===== src/rtl/mvm_pkg.sv =====
// Shared definitions for the matrix-vector sequencer and PE: opcodes, instruction field offsets, sequencer states.
package mvm_pkg;

  localparam int INST_W_DEF = 80;

  localparam logic [3:0] OP_HALT  = 4'd0;
  localparam logic [3:0] OP_LAYER = 4'd1;
  localparam logic [3:0] OP_CHAIN = 4'd2;
  localparam logic [3:0] OP_SAVE  = 4'd3;

  localparam int OP_MSB   = 79;
  localparam int OP_LSB   = 76;
  localparam int DIMI_MSB = 63;
  localparam int DIMI_LSB = 56;
  localparam int DIMO_MSB = 55;
  localparam int DIMO_LSB = 48;
  localparam int BIAS_MSB = 41;
  localparam int BIAS_LSB = 32;
  localparam int WGT_MSB  = 27;
  localparam int WGT_LSB  = 16;
  localparam int DIO_MSB  = 15;
  localparam int DIO_LSB  = 0;

  typedef enum logic [2:0] {
    SEQ_IDLE,
    SEQ_FETCH,
    SEQ_LATCH,
    SEQ_ISSUE,
    SEQ_WAIT,
    SEQ_DONE
  } seq_state_t;

  function automatic logic op_is_legal(input logic [3:0] op);
    return (op <= OP_SAVE);
  endfunction

endpackage


===== src/rtl/mvm_inst_check.sv =====
// Combinational opcode decode of a fetched instruction: HALT detect and legality, zero latency, no flow control.
module mvm_inst_check
  import mvm_pkg::*;
(
  input  logic [3:0] op,
  output logic       is_halt,
  output logic       is_illegal
);

  assign is_halt    = (op == OP_HALT);
  assign is_illegal = !op_is_legal(op);

endmodule


===== src/rtl/mvm_inst_seq.sv =====
// Sequencer fetching instructions from sync IMEM into mvm_pe; first pe_valid 3 cycles after start, held until pe_ready.
// Optional busy-cycle counter on perf_cycles when MVM_SEQ_PERF_EN is defined (tied to 0 otherwise).
module mvm_inst_seq
  import mvm_pkg::*;
#(
  parameter int INST_W  = 80,
  parameter int IMEM_AW = 8
) (
  input  logic               clk,
  input  logic               rst_n,
  input  logic               start,
  input  logic [IMEM_AW-1:0] base_pc,
  output logic               busy,
  output logic               done,
  output logic               err,
  output logic [15:0]        inst_cnt,
  output logic               imem_rd,
  output logic [IMEM_AW-1:0] imem_addr,
  input  logic [INST_W-1:0]  imem_dat,
  output logic               pe_valid,
  input  logic               pe_ready,
  output logic [INST_W-1:0]  pe_inst,
  output logic [31:0]        perf_cycles
);

  localparam logic [IMEM_AW-1:0] PC_LAST = '1;
  localparam logic [IMEM_AW-1:0] PC_ONE  = {{(IMEM_AW-1){1'b0}}, 1'b1};

  seq_state_t         state_q, state_d;
  logic [IMEM_AW-1:0] pc_q;
  logic [INST_W-1:0]  pe_inst_q;
  logic               err_q;
  logic [15:0]        inst_cnt_q;
  logic               wait_mask_q;

  logic op_halt, op_illegal;
  logic start_acc, pe_hs, wait_done;

  mvm_inst_check u_check (
    .op         (imem_dat[OP_MSB:OP_LSB]),
    .is_halt    (op_halt),
    .is_illegal (op_illegal)
  );

  assign start_acc = (state_q == SEQ_IDLE) && start;
  assign pe_hs     = (state_q == SEQ_ISSUE) && pe_ready;
  // The PE only drops ready the cycle after it accepts, so the first WAIT cycle is ignored.
  assign wait_done = (state_q == SEQ_WAIT) && !wait_mask_q && pe_ready;

  always_ff @(posedge clk or negedge rst_n) begin
    if (!rst_n) begin
      state_q <= SEQ_IDLE;
    end else begin
      state_q <= state_d;
    end
  end

  always_comb begin
    state_d = state_q;
    case (state_q)
      SEQ_IDLE:  if (start) state_d = SEQ_FETCH;
      SEQ_FETCH: state_d = SEQ_LATCH;
      SEQ_LATCH: state_d = (op_halt || op_illegal) ? SEQ_DONE : SEQ_ISSUE;
      SEQ_ISSUE: if (pe_ready) state_d = SEQ_WAIT;
      SEQ_WAIT:  if (wait_done) state_d = (pc_q == PC_LAST) ? SEQ_DONE : SEQ_FETCH;
      SEQ_DONE:  state_d = SEQ_IDLE;
      default:   state_d = SEQ_IDLE;
    endcase
  end

  always_ff @(posedge clk or negedge rst_n) begin
    if (!rst_n) begin
      pc_q        <= '0;
      pe_inst_q   <= '0;
      err_q       <= 1'b0;
      inst_cnt_q  <= '0;
      wait_mask_q <= 1'b0;
    end else begin
      wait_mask_q <= pe_hs;
      if (start_acc) begin
        pc_q       <= base_pc;
        err_q      <= 1'b0;
        inst_cnt_q <= '0;
      end
      if (state_q == SEQ_LATCH) begin
        pe_inst_q <= imem_dat;
        if (op_illegal) err_q <= 1'b1;
      end
      if (pe_hs && (inst_cnt_q != 16'hFFFF)) begin
        inst_cnt_q <= inst_cnt_q + 16'd1;
      end
      // Reaching the top of IMEM without a HALT is a program error, not a wrap.
      if (wait_done) begin
        if (pc_q == PC_LAST) err_q <= 1'b1;
        else                 pc_q  <= pc_q + PC_ONE;
      end
    end
  end

  assign busy      = (state_q != SEQ_IDLE);
  assign done      = (state_q == SEQ_DONE);
  assign imem_rd   = (state_q == SEQ_FETCH);
  assign imem_addr = (state_q == SEQ_FETCH) ? pc_q : '0;
  assign pe_valid  = (state_q == SEQ_ISSUE);
  assign pe_inst   = pe_inst_q;
  assign err       = err_q;
  assign inst_cnt  = inst_cnt_q;

`ifdef MVM_SEQ_PERF_EN
  logic [31:0] perf_q;

  always_ff @(posedge clk or negedge rst_n) begin
    if (!rst_n) begin
      perf_q <= '0;
    end else if (start_acc) begin
      perf_q <= '0;
    end else if (busy && (perf_q != 32'hFFFF_FFFF)) begin
      perf_q <= perf_q + 32'd1;
    end
  end

  assign perf_cycles = perf_q;
`else
  assign perf_cycles = '0;
`endif

endmodule


===== config.mk =====
export PLATFORM = sky130hd
export DESIGN_NAME = mvm_inst_seq
export DESIGN_NICKNAME = d
export VERILOG_FILES = /design/src/rtl/mvm_pkg.sv /design/src/rtl/mvm_inst_check.sv /design/src/rtl/mvm_inst_seq.sv
export SDC_FILE = /design/constraint.sdc
export NUM_CORES = 1
export LEC_CHECK = 0
export ABC_CLOCK_PERIOD_IN_PS = 3000
export CAP_MARGIN = 10
export CORE_AREA = 10 10 115 117
export CTS_BUF_LIST = sky130_fd_sc_hd__clkbuf_4
export CTS_CLUSTER_DIAMETER = 60
export DETAILED_ROUTE_END_ITERATION = 12
export DIE_AREA = 0 0 125 127
export GPL_ROUTABILITY_DRIVEN = 0
export PLACE_DENSITY_LB_ADDON = 0.25
export SETUP_SLACK_MARGIN = 0.02
export SYNTH_ARGS = -nofsm -noshare
export SYNTH_HDL_FRONTEND = slang
export SYNTH_SLANG_ARGS = --single-unit

===== constraint.sdc =====
create_clock -name clk -period 3 [get_ports clk]
set_input_delay 0.3 -clock clk [delete_from_list [all_inputs] [get_ports clk]]
set_output_delay 0.3 -clock clk [all_outputs]
set_load 0.005 [all_outputs]

======== Word level (Yosys, flattened, before mapping) ========
Cells that the tools add are included.
word-level totals
  register bits ........................... 109
  output and inout port bits .............. 141
  logic and storage cells ................. 49
operators by class
  add/subtract/negate cells ............... 2
  $lt $le $gt $ge ......................... 1
  equality and inequality tests ........... 10
  multiplexer cells ....................... 17
  reductions and logical operators ........ 13
operators by type and width
  kind                   count
  $mux 16                2
  $mux 8                 4
  $add 16x1->16 const B  1
  $ne 16x16->1 const B   1
  $mux 3                 5
  $pmux 3 s5             1
  $add 8x1->8 const B    1
  $eq 8x8->1 const B     1
  $eq 3x2->1 const B     2
  $eq 3x3->1 const B     2
  $logic_and 1x1->1      5
  $mux 1                 5
  $le 4x2->1 const B     1
  $logic_not 4->1        1
  $ne 2x2->1 const B     2
  $eq 3x1->1 const B     1
  $logic_not 3->1        1
  $reduce_and 3->1       1
  $reduce_bool 3->1      1
  $logic_not 1->1        2
  $ne 2x1->1 const B     1
  $reduce_bool 2->1      1
  $logic_or 1x1->1       1

======== Depth between registers and ports, before layout ========
Gate-level depths: netlist (run 1).
  word-level depth ........................ 7
  depth in mapped cells ................... 9

======== Modules after synthesis ========
A second synthesis (run 1) with hierarchy kept.
second synthesis, totals
  cell total of the unflattened synthesis .. 399
  area, all modules ....................... 4904.7 um^2
by module, submodules not included
  module          times used  cells an instance  area an instance (um^2)  sequential area each (um^2)
  mvm_inst_seq    1           397                4885.9                   2727.6
  mvm_inst_check  1           2                  18.8                     0.0

======== Least setup slack after synthesis (run 1) ========
No wires, ideal clock.
  path type ............................... register -> register
  start point ............................. reg inst_cnt_q[0] (netlist: inst_cnt[0])
  end point ............................... reg inst_cnt_q[0] (netlist: inst_cnt[0])
  arrival time ............................ 1.602 ns
  path slack .............................. 1.274 ns
  cell stages (with the launch flop) ...... 7
  buffers on the path ..................... 1
  clock period less this slack ............ 1.726 ns
  cells stage by stage .................... dfrtp_1 ha_1 nand3_1 nor4_4 a21oi_2 buf_2 mux2_2
on the way
  longest elaborated chain between the ends .. 3
  elaborated cells on any way between the ends .. 5
RTL lines
  item                                                   line                text
  start, declared                                        mvm_inst_seq.sv:33  logic [15:0] inst_cnt_q;
  start signal, assigned                                 mvm_inst_seq.sv:90  inst_cnt_q <= inst_cnt_q + 16'd1;
  branches (longest 3 deep; another with $add 16x1->16)  n/a
Several ways; the timed one is not identified.
A chain may end at the register's enable or synchronous reset.

======== Worst setup path after layout (run 1) ========
  start point ............................. reg state_q[0]
  end point ............................... out imem_addr[1]
on the way
  longest elaborated chain between the ends .. 2
RTL lines
  item                    line                 text
  start, declared         mvm_inst_seq.sv:29   seq_state_t state_q, state_d;
  start signal, assigned  mvm_inst_seq.sv:54   state_q <= state_d;
  $eq 3x1->1              mvm_inst_seq.sv:103  assign imem_addr = (state_q == SEQ_FETCH) ? pc_q : '0;
  $mux 8                  mvm_inst_seq.sv:103
  end, declared           mvm_inst_seq.sv:18   output logic [IMEM_AW-1:0] imem_addr,
Every way passes these cells.

==> results of run 1 <==
Yosys cell counts (3+ instances only):
cell type                  count  area [um^2]
sky130_fd_sc_hd__nand4_1       4         25.0
sky130_fd_sc_hd__and2_1        9         56.3
sky130_fd_sc_hd__buf_4        34          255
sky130_fd_sc_hd__nand3_1      17         85.1
sky130_fd_sc_hd__and3_1        7         43.8
sky130_fd_sc_hd__nand2_1      29          109
sky130_fd_sc_hd__dfrtp_1     109         2730
sky130_fd_sc_hd__or3_1         3         18.8
sky130_fd_sc_hd__buf_2        10         50.1
sky130_fd_sc_hd__o21ai_0      15         75.1
sky130_fd_sc_hd__a21oi_1      11         55.1
sky130_fd_sc_hd__a31oi_1       3         18.8
sky130_fd_sc_hd__nor3_1        4         20.0
sky130_fd_sc_hd__inv_1         9         33.8
sky130_fd_sc_hd__nor2_1       16         60.1
sky130_fd_sc_hd__a211oi_1      4         30.0
sky130_fd_sc_hd__mux2_2       81          912
sequential cells by signal, summed over array words and instances, names as in the netlist:
name,count
err,1
inst_cnt,16
pc_q,8
pe_inst,80
state_q,3
wait_mask_q,1
metal layers:
| metal | global-route usage | up-vias |
|---|---|---|
| li1 | - | 1771 |
| met1 | 0.176 | 1877 |
| met2 | 0.292 | 160 |
| met3 | 0.0881 | 15 |
| met4 | 0.0583 | 0 |
| met5 | 0 | - |
cell usage in the layout (no fill, tap or decap), drive strengths merged, types with 4 or more instances in the layout:
| cell type | n |
|---|---|
| nor2 | 16 |
| mux2 | 81 |
| nand4 | 4 |
| nand3 | 18 |
| buf | 5 |
| clkinv | 4 |
| dfrtp | 109 |
| and2 | 9 |
| clkdlybuf4s50 | 199 |
| a211oi | 5 |
| nand2 | 30 |
| o21ai | 16 |
| clkbuf | 9 |
| nor3 | 5 |
| and3 | 7 |
| inv | 10 |
| conb | 32 |
| a21oi | 12 |
kinds of logic (layout without fill, tap and decap cells):
family	after synthesis	after routing
flip-flops	109	109
multiplexers	82	82
other	1	32
AO/OA/AOI/OAI	52	52
buffers and inverters	57	231
adder cells (fa/ha/maj)	2	2
XOR/XNOR	2	2
AND/OR/NAND/NOR	103	103
per-stage QoR:
step / hold slack [ns] / total power, mW
after detailed placement: 0.377 / 5.59
after CTS: 0.365 / 6.37
after global placement: 0.373 / 5.50
after floorplan: 0.00441 / 3.83
after global routing: 0.365 / 6.70
final: 0.389 / 6.28
layout make-up:
| type | instances | area share |
|---|---|---|
| clock buffer | 9 | 0.00946 |
| clock inverter | 7 | 0.0107 |
| inverter | 10 | 0.00525 |
| multi-input combinational | 273 | 0.279 |
| sequential | 109 | 0.382 |
| tap | 143 | 0.0250 |
| timing repair buffer | 205 | 0.289 |
power breakdown:
group          internal [mW]  switching [mW]  total [mW]
sequential              2.11           0.432        2.54
combinational           1.94            1.04        2.98
clock                  0.257           0.496       0.753
final timing paths:
check	end	slack [ns]	cells past startpoint
max in group asynchronous	pe_inst[54]$_DFFE_PN0P_	1.84	3
hold / removal	pe_inst[63]$_DFFE_PN0P_	0.39	2
setup reg to reg	inst_cnt[12]$_DFFE_PN0P_	0.83	6
hold reg to reg	pe_inst[7]$_DFFE_PN0P_	0.52	1
min in group clk	pc_q[6]$_DFF_PN0_	0.40	3
setup / recovery	imem_addr[1]	0.48	4
==> impl_metrics.py, run 1 <==
metrics = {
    "status": {
        "status": "completed",
    },
    "drt": {
        "detail_route.vias_per_cell": 5.06,
        "routed_wl_um": 14000,
        "wl_met3_um": 1670,
        "wl_met1_um": 4880,
        "drt_pre_antenna_iters": 5,
        "detailroute.wirelength.met2_um": 7230,
        "routed.top_layer": "met4",
        "ant_nets": 0,
        "drt-wirelength-per-cell_um": 18.5,
        "detail_route.iter0.violations": 352,
        "remaining_drc_errors": 0,
        "detailroute.via_count": 3823,
    },
    "clocking": {
        "clkTransAtPathRegs_ns": 0.17,
        "clock_path_buffers": 2,
        "cts_tree": "done",
        "cts_made_buffers": 9,
        "postCtsSetupRepairBufs": 0,
        "cts.hold.buffers_added": 1,
        "clock_tree.htree_level_count": 3,
        "cts_resized": 0,
        "clock_sink_count": 109,
        "clock_tree.root_cell": "sky130_fd_sc_hd__clkbuf_4",
        "insertion_delay_to_the_later_sink_of_the_worst_skew_pair_ns": 0.45,
    },
    "placement": {
        "placed_cells_incl_taps": 739,
        "dpl-instance-area_um2": 6990,
        "dpl_worst_slack_ns": 0.845,
        "count_of_buffers_from_port_buffering": 200,
        "place_hpwl_um": 10900,
    },
    "timing": {
        "period_share": 0.839,
        "final_max_slew_viol_count": 0,
        "finalSetupTns_ns": 0,
        "max_freq_ghz": 0.397,
        "post-route-min-period_ns": 2.52,
        "final.setup.worst_slack_ns": 0.483,
        "max_slew_margin": 0.560,
        "timing.final.hold_violations": 0,
        "grt_setup_unrepaired": "no",
        "setup_viol": 0,
        "fin_skew_ns": 0.0118,
        "tightestPinTransition_ns": 0.660,
    },
    "final_layout": {
        "num-nets-final": 702,
        "diodes": 0,
        "area_used_by_multi_input_combinational_logic_um2": 1990,
        "syn2layout_area_growth_pct": 43.9,
        "postLayoutCoreUtil": 0.642,
        "fin_area_um2": 7140,
        "final_layout_size_suffix_gt1_frac": 0.184,
        "fillers": 895,
        "register_area_um2": 2730,
        "fin_cells": 756,
    },
    "logic_synthesis": {
        "async_flop_share": 1.00,
        "synth_top_family_by_area": "multiplexers",
        "ys_dominant_reg_cell": "sky130_fd_sc_hd__dfrtp_1",
        "synthesis.yosys.warnings": 0,
        "post_synth_inst_count": 408,
        "synth_area_um2": 4970,
        "post_synth_and_or_nand_nor_area_fraction": 0.112,
        "ys_ff_latch": 109,
        "synth_enable_flop_cells": 0,
        "proportion_of_synthesized_area_in_mux_cells": 0.186,
        "synth-seq-area-share": 0.549,
        "yosys.cell_types.count": 50,
        "synth_compound_area_frac": 0.0693,
        "synth_xor_area_frac": 0.00353,
        "synth-adder-area-share": 0.00504,
        "syn_area_per_cell_um2": 12.2,
    },
    "global_route": {
        "grt_antenna_before_repair": 0,
        "grt_start_max_net_pins": 82,
        "grt_pass1_wl_um": 22000,
        "grt.overflow.total": 0,
        "vias_in_the_first_global_route": 4077,
        "grt.total_usage": 0.170,
    },
    "worst_setup_path": {
        "critical-path-max-stage-delay_ns": 0.63,
        "critPathArrivalTime_ns": 2.22,
        "timing.critical_path.cells": "nor3b_1, buf_4, and2_1, clkdlybuf4s50_1",
        "worstPathBufferInverterCount": 2,
        "worst_setup_path_startpoint": "state_q[0]$_DFFE_PN0P_",
        "cell_at_the_slowest_stage_of_the_critical_path": "sky130_fd_sc_hd__dfrtp_1",
        "r2r_start": "state_q[0]$_DFFE_PN0P_",
        "timing.critical_path.fanout_max": 11,
        "timing.setup.critical_path_class": "reg2out",
        "required_ns": 2.70,
        "critPathTopFamily": "buffers and inverters",
        "end_kind": "output pin",
        "critical_path.startpoint_type": "flip-flop",
    },
    "floorplan": {
        "placeableCoreArea_um2": 11100,
        "top_level_ports": 233,
        "floorplan.rows": 39,
        "die_h_um": 127,
        "initial_core_util": 0.446,
        "die_area_um2": 15900,
        "die_width_um": 125,
    },
    "power_and_ir_drop": {
        "ir_drop_uv": 512,
        "power-per-cell-area_nw_per_um2": 878,
        "power.leakage_nw": 2.95,
    },
    "worst_hold_path": {
        "hold_path.class": "in2async",
    },
    "run": {
        "timing.max_cap.violations": 0,
    },
}
(Power assumes the default switching activity.)
==> inputs of run 2 (changes only) <==
--- a/config.mk
+++ b/config.mk
@@ -5,13 +5,13 @@
 export SDC_FILE = /design/constraint.sdc
 export NUM_CORES = 1
 export LEC_CHECK = 0
-export ABC_CLOCK_PERIOD_IN_PS = 3000
+export ABC_CLOCK_PERIOD_IN_PS = 2000
 export CAP_MARGIN = 10
-export CORE_AREA = 10 10 115 117
+export CORE_AREA = 10 10 126 128
 export CTS_BUF_LIST = sky130_fd_sc_hd__clkbuf_4
 export CTS_CLUSTER_DIAMETER = 60
 export DETAILED_ROUTE_END_ITERATION = 12
-export DIE_AREA = 0 0 125 127
+export DIE_AREA = 0 0 136 138
 export GPL_ROUTABILITY_DRIVEN = 0
 export PLACE_DENSITY_LB_ADDON = 0.25
 export SETUP_SLACK_MARGIN = 0.02
==> constraint.sdc (replaced) <==
create_clock -name clk -period 2 [get_ports clk]
set_input_delay 0.2 -clock clk [delete_from_list [all_inputs] [get_ports clk]]
set_output_delay 0.2 -clock clk [all_outputs]
set_load 0.005 [all_outputs]
==> impl_metrics.py, run 2 (synthesis results as in run 1) <==
metrics = {
    "status": {
        "status": "completed",
    },
    "drt": {
        "detailroute.via_count": 3876,
        "remaining_drc_errors": 0,
        "wl_met3_um": 1980,
        "wl_met1_um": 5540,
        "drt-wirelength-per-cell_um": 18.0,
        "ant_nets": 0,
        "detail_route.vias_per_cell": 4.77,
        "routed_wl_um": 14600,
        "detail_route.iter0.violations": 276,
        "detailroute.wirelength.met2_um": 6910,
        "drt_pre_antenna_iters": 4,
        "routed.top_layer": "met4",
    },
    "final_layout": {
        "final_layout_size_suffix_gt1_frac": 0.216,
        "register_area_um2": 2730,
        "fillers": 1222,
        "area_used_by_multi_input_combinational_logic_um2": 2030,
        "layout.cells.most_common": "sky130_fd_sc_hd__clkdlybuf4s50_1",
        "num-nets-final": 720,
        "syn2layout_area_growth_pct": 48.9,
        "mostFrequentLayoutCells": "187 x sky130_fd_sc_hd__clkdlybuf4s50_1, 106 x sky130_fd_sc_hd__dfrtp_1, 81 x sky130_fd_sc_hd__mux2_2",
        "largest_register_ffs": 80,
    },
    "global_route": {
        "grt_pass1_wl_um": 22900,
        "grt_start_max_net_pins": 44,
        "grt.overflow.total": 0,
        "vias_in_the_first_global_route": 4148,
        "grt_antenna_before_repair": 1,
        "grt.total_usage": 0.153,
    },
    "timing": {
        "grt_setup_unrepaired": "no",
        "final_max_slew_viol_count": 0,
        "setup_viol": 0,
        "period_share": 0.934,
        "timing.final.hold_violations": 0,
        "post-route-min-period_ns": 1.87,
        "max_freq_ghz": 0.535,
        "fin_skew_ns": 0.0240,
        "tightestPinTransition_ns": 0.559,
        "max_slew_margin": 0.624,
        "finalSetupTns_ns": 0,
    },
    "clocking": {
        "insertion_delay_to_the_later_sink_of_the_worst_skew_pair_ns": 0.48,
        "clock_tree.root_cell": "sky130_fd_sc_hd__clkbuf_4",
        "clkTransAtPathRegs_ns": 0.17,
        "cts_tree": "done",
        "clock_tree.htree_level_count": 3,
        "clock_path_buffers": 2,
        "cts_made_buffers": 9,
        "clock_sink_count": 109,
    },
    "worst_setup_path": {
        "critical-path-max-stage-delay_ns": 0.48,
        "end_kind": "flip-flop",
        "cell_at_the_slowest_stage_of_the_critical_path": "sky130_fd_sc_hd__dfrtp_2",
        "timing.critical_path.cells": "buf_4, or3b_4, or2_1, o21a_1, o21ai_1, o211ai_1",
        "timing.setup.critical_path_class": "reg2reg",
        "timing.critical_path.fanout_max": 5,
        "setup.reg_to_reg.worst_slack_ns": 0.13,
        "critical_path.startpoint_type": "flip-flop",
        "critPathArrivalTime_ns": 2.22,
        "required_ns": 2.35,
        "r2r_cells": 6,
    },
    "floorplan": {
        "placeableCoreArea_um2": 13500,
        "die_width_um": 136,
        "initial_core_util": 0.368,
        "die_h_um": 138,
        "top_level_ports": 233,
        "die_area_um2": 18800,
        "floorplan.rows": 43,
    },
    "placement": {
        "count_of_buffers_from_port_buffering": 200,
        "place_hpwl_um": 11400,
    },
    "power_and_ir_drop": {
        "ir_drop_uv": 767,
        "p_total_mw": 9.66,
        "power.leakage_nw": 3.11,
        "power-per-cell-area_nw_per_um2": 1310,
    },
    "run": {
        "timing.max_cap.violations": 0,
    },
    "worst_hold_path": {
        "hold_path.class": "in2async",
    },
}
[run 2: changes by cell type in the layout (fill, tap and decap cells not counted), sizes merged]
cell           delta
clkinvlp          -1
inv               +2
clkbuf            +1
diode             +1
buf              +18
clkinv            -2
dlygate4sd2      +12
clkdlybuf4s50    -12
[run 2: per-stage QoR]
stage | util | std cells | area [um^2] | hold WS [ns] | setup WS, ns
floorplan | - | 439 | 5080 | -0.0956 | 0.274
global placement | 0.532 | 790 | 7180 | 0.147 | 0.192
detailed placement | 0.532 | 790 | 7180 | 0.146 | 0.0561
CTS | 0.546 | 811 | 7370 | 0.132 | 0.0742
global route | 0.548 | 812 | 7390 | 0.158 | 0.0264
finish | 0.548 | 812 | 7390 | 0.160 | 0.132
[run 2: worst max-delay path: cells and delay by family, from the launching register on]
kind                   cells  cell delay [ns]
buffers and inverters      1             0.16
and+or+nand+nor            2             0.73
DFF                        1             0.48
AOI/OAI and AO/OA          3             0.41
[run 2: cell type report]
| type | count | share of cell area |
|---|---|---|
| multi-input cells | 273 | 0.275 |
| well taps | 180 | 0.0305 |
| clock buffers | 10 | 0.0102 |
| clock inverters | 6 | 0.00931 |
| inverters | 10 | 0.00508 |
| flip-flops and latches | 109 | 0.369 |
| repair buffers | 223 | 0.301 |
| diodes | 1 | 0.000338 |
[run 2: repair_timing]
item / 4_1_cts / 5_1_grt
setup buffers: 4 / 0
hold endpoints to repair: 82 / 0
endpoints found under the setup margin: 12 / 7
gates resized for setup: 18 / 3
hold buffers: 1 / 0
[run 2: metal layers]
| layer | track usage | up-vias |
|---|---|---|
| met1 | 0.163 | 1902 |
| met3 | 0.0899 | 10 |
| met4 | 0.0522 | 0 |
| met2 | 0.246 | 148 |
| met5 | 0 | - |
| li1 | - | 1816 |
[run 2: path summary, 6_finish.rpt]
kind,start,endpoint
max reg2reg,state_q[0]$_DFFE_PN0P_,pc_q[6]$_DFF_PN0_
min in group clk,base_pc[0],pc_q[0]$_DFF_PN0_
max,state_q[0]$_DFFE_PN0P_,pc_q[6]$_DFF_PN0_
min,rst_n,pc_q[3]$_DFF_PN0_
min reg2reg,err$_DFF_PN0_,err$_DFF_PN0_
max in group asynchronous,rst_n,inst_cnt[6]$_DFFE_PN0P_
[run 2: power breakdown]
| part | switching [mW] | internal [mW] | total (mW) | leakage (nW) |
|---|---|---|---|---|
| Combinational | 1.69 | 3.05 | 4.74 | 1.71 |
| Sequential | 0.592 | 3.17 | 3.76 | 1.32 |
| Clock | 0.749 | 0.405 | 1.15 | 0.0774 |
| Total | 3.03 | 6.63 | 9.66 | 3.11 |
==> inputs of run 3 (changes only) <==
--- a/config.mk
+++ b/config.mk
@@ -8,7 +8,7 @@
 export ABC_CLOCK_PERIOD_IN_PS = 2000
 export CAP_MARGIN = 10
 export CORE_AREA = 10 10 126 128
-export CTS_BUF_LIST = sky130_fd_sc_hd__clkbuf_4
+export CTS_BUF_LIST = sky130_fd_sc_hd__clkbuf_8
 export CTS_CLUSTER_DIAMETER = 60
 export DETAILED_ROUTE_END_ITERATION = 12
 export DIE_AREA = 0 0 136 138
==> impl_metrics.py, run 3 (synthesis results as in run 1) <==
metrics = {
    "status": {
        "status": "completed",
    },
    "clocking": {
        "cts_made_buffers": 9,
        "clock_path_buffers": 2,
        "insertion_delay_to_the_later_sink_of_the_worst_skew_pair_ns": 0.38,
        "clkTransAtPathRegs_ns": 0.11,
        "clock_sink_count": 109,
        "clock_tree.root_cell": "sky130_fd_sc_hd__clkbuf_8",
        "clock_tree.htree_level_count": 3,
        "cts_tree": "done",
    },
    "placement": {
        "count_of_buffers_from_port_buffering": 200,
        "place_hpwl_um": 11400,
    },
    "drt": {
        "detail_route.vias_per_cell": 4.76,
        "drt-wirelength-per-cell_um": 17.9,
        "detail_route.iter0.violations": 211,
        "routed_wl_um": 14600,
        "drt_pre_antenna_iters": 4,
        "remaining_drc_errors": 0,
        "detailroute.via_count": 3866,
        "ant_nets": 0,
    },
    "power_and_ir_drop": {
        "ir_drop_uv": 685,
        "power.leakage_nw": 3.18,
        "power-per-cell-area_nw_per_um2": 1330,
    },
    "timing": {
        "final_max_slew_viol_count": 0,
        "post-route-min-period_ns": 1.92,
        "finalSetupTns_ns": 0,
        "tightestPinTransition_ns": 0.538,
        "setup_viol": 0,
        "period_share": 0.962,
        "fin_skew_ns": 0.0176,
        "max_slew_margin": 0.638,
        "hold_ws_ns": 0.271,
        "grt_setup_unrepaired": "yes",
        "max_freq_ghz": 0.520,
        "timing.final.hold_violations": 0,
    },
    "final_layout": {
        "diodes": 0,
        "mostFrequentLayoutCells": "188 x sky130_fd_sc_hd__clkdlybuf4s50_1, 106 x sky130_fd_sc_hd__dfrtp_1, 81 x sky130_fd_sc_hd__mux2_2",
        "syn2layout_area_growth_pct": 50.2,
        "largest_register_ffs": 80,
        "final_layout_size_suffix_gt1_frac": 0.217,
        "postLayoutCoreUtil": 0.552,
        "num-nets-final": 721,
        "layout.cells.most_common": "sky130_fd_sc_hd__clkdlybuf4s50_1",
    },
    "floorplan": {
        "die_width_um": 136,
        "die_area_um2": 18800,
        "die_h_um": 138,
        "floorplan.rows": 43,
        "top_level_ports": 233,
        "initial_core_util": 0.368,
        "placeableCoreArea_um2": 13500,
    },
    "global_route": {
        "grt.overflow.total": 0,
        "use_met3": 0.0870,
        "use_met2": 0.245,
        "grt_antenna_before_repair": 0,
        "grt_use_met1": 0.165,
        "grt_busiest_layer": "met2",
        "vias_in_the_first_global_route": 4150,
        "grt_pass1_wl_um": 22800,
        "grt.total_usage": 0.152,
        "grt_start_max_net_pins": 44,
    },
    "worst_setup_path": {
        "end_kind": "flip-flop",
        "timing.setup.critical_path_class": "reg2reg",
        "critPathArrivalTime_ns": 2.17,
        "timing.critical_path.fanout_max": 6,
        "required_ns": 2.25,
        "critical_path.startpoint_type": "flip-flop",
        "setup.reg_to_reg.worst_slack_ns": 0.08,
    },
    "run": {
        "timing.max_cap.violations": 0,
    },
    "worst_hold_path": {
        "hold_path.class": "in2async",
    },
}
==> run 3: worst paths after layout <==
check / startpoint / end / depth (start not counted)
setup / recovery: state_q[0]$_DFFE_PN0P_ / pc_q[3]$_DFF_PN0_ / 6
hold / removal: rst_n / pc_q[3]$_DFF_PN0_ / 2
setup reg to reg: state_q[0]$_DFFE_PN0P_ / pc_q[3]$_DFF_PN0_ / 6
hold reg to reg: err$_DFF_PN0_ / err$_DFF_PN0_ / 2
max in group asynchronous: rst_n / inst_cnt[6]$_DFFE_PN0P_ / 3
min in group clk: base_pc[0] / pc_q[0]$_DFF_PN0_ / 3
==> run 3: worst max-delay path, cell delays in order (launching register included) <==
cell                       delay [ns]
sky130_fd_sc_hd__dfrtp_2         0.46
sky130_fd_sc_hd__buf_4           0.16
sky130_fd_sc_hd__or3b_4          0.42
sky130_fd_sc_hd__a211oi_2        0.42
sky130_fd_sc_hd__nand2b_1        0.12
sky130_fd_sc_hd__a21oi_1         0.18
sky130_fd_sc_hd__a311oi_1        0.06
==> run 3: what timing repair did <==
item                                    CTS  global route
setup buffers                             4             1
hold buffers                              1             0
gates resized for setup                  10             9
endpoints found under the setup margin   10            10
endpoints found under the hold margin    23             0
gates cloned                              0             0
==> run 3: through the flow <==
step | power, mW | setup WS (ns) | instance area [um^2] | std cells
6_report | 9.90 | 0.0766 | 7460 | 812
2_1_floorplan | 5.74 | 0.274 | 5080 | 439
4_1_cts | 10.0 | 0.0203 | 7420 | 811
5_1_grt | 10.6 | 0.00883 | 7460 | 812
3_5_place_dp | 8.59 | 0.0561 | 7180 | 790
3_3_place_gp | 8.47 | 0.192 | 7180 | 790
==> run 3: power breakdown <==
group	leakage (nW)	internal [mW]	switching [mW]
Sequential	1.32	3.18	0.594
Combinational	1.76	3.08	1.68
Clock	0.101	0.585	0.777
==> run 3: layout make-up <==
class                      instances  area (um^2)
timing repair buffer             224         2240
clock buffer                       9          124
sequential                       109         2730
inverter                          10         37.5
tap                              180          225
clock inverter                     7         72.6
fill                            1221         6040
multi-input combinational        273         2020
==> run 3: per-layer routing <==
metal / part of all wire / routed length, um
met2: 0.47 / 6900
met1: 0.38 / 5590
met4: 0.013 / 183
met5: 0 / 0
met3: 0.13 / 1900
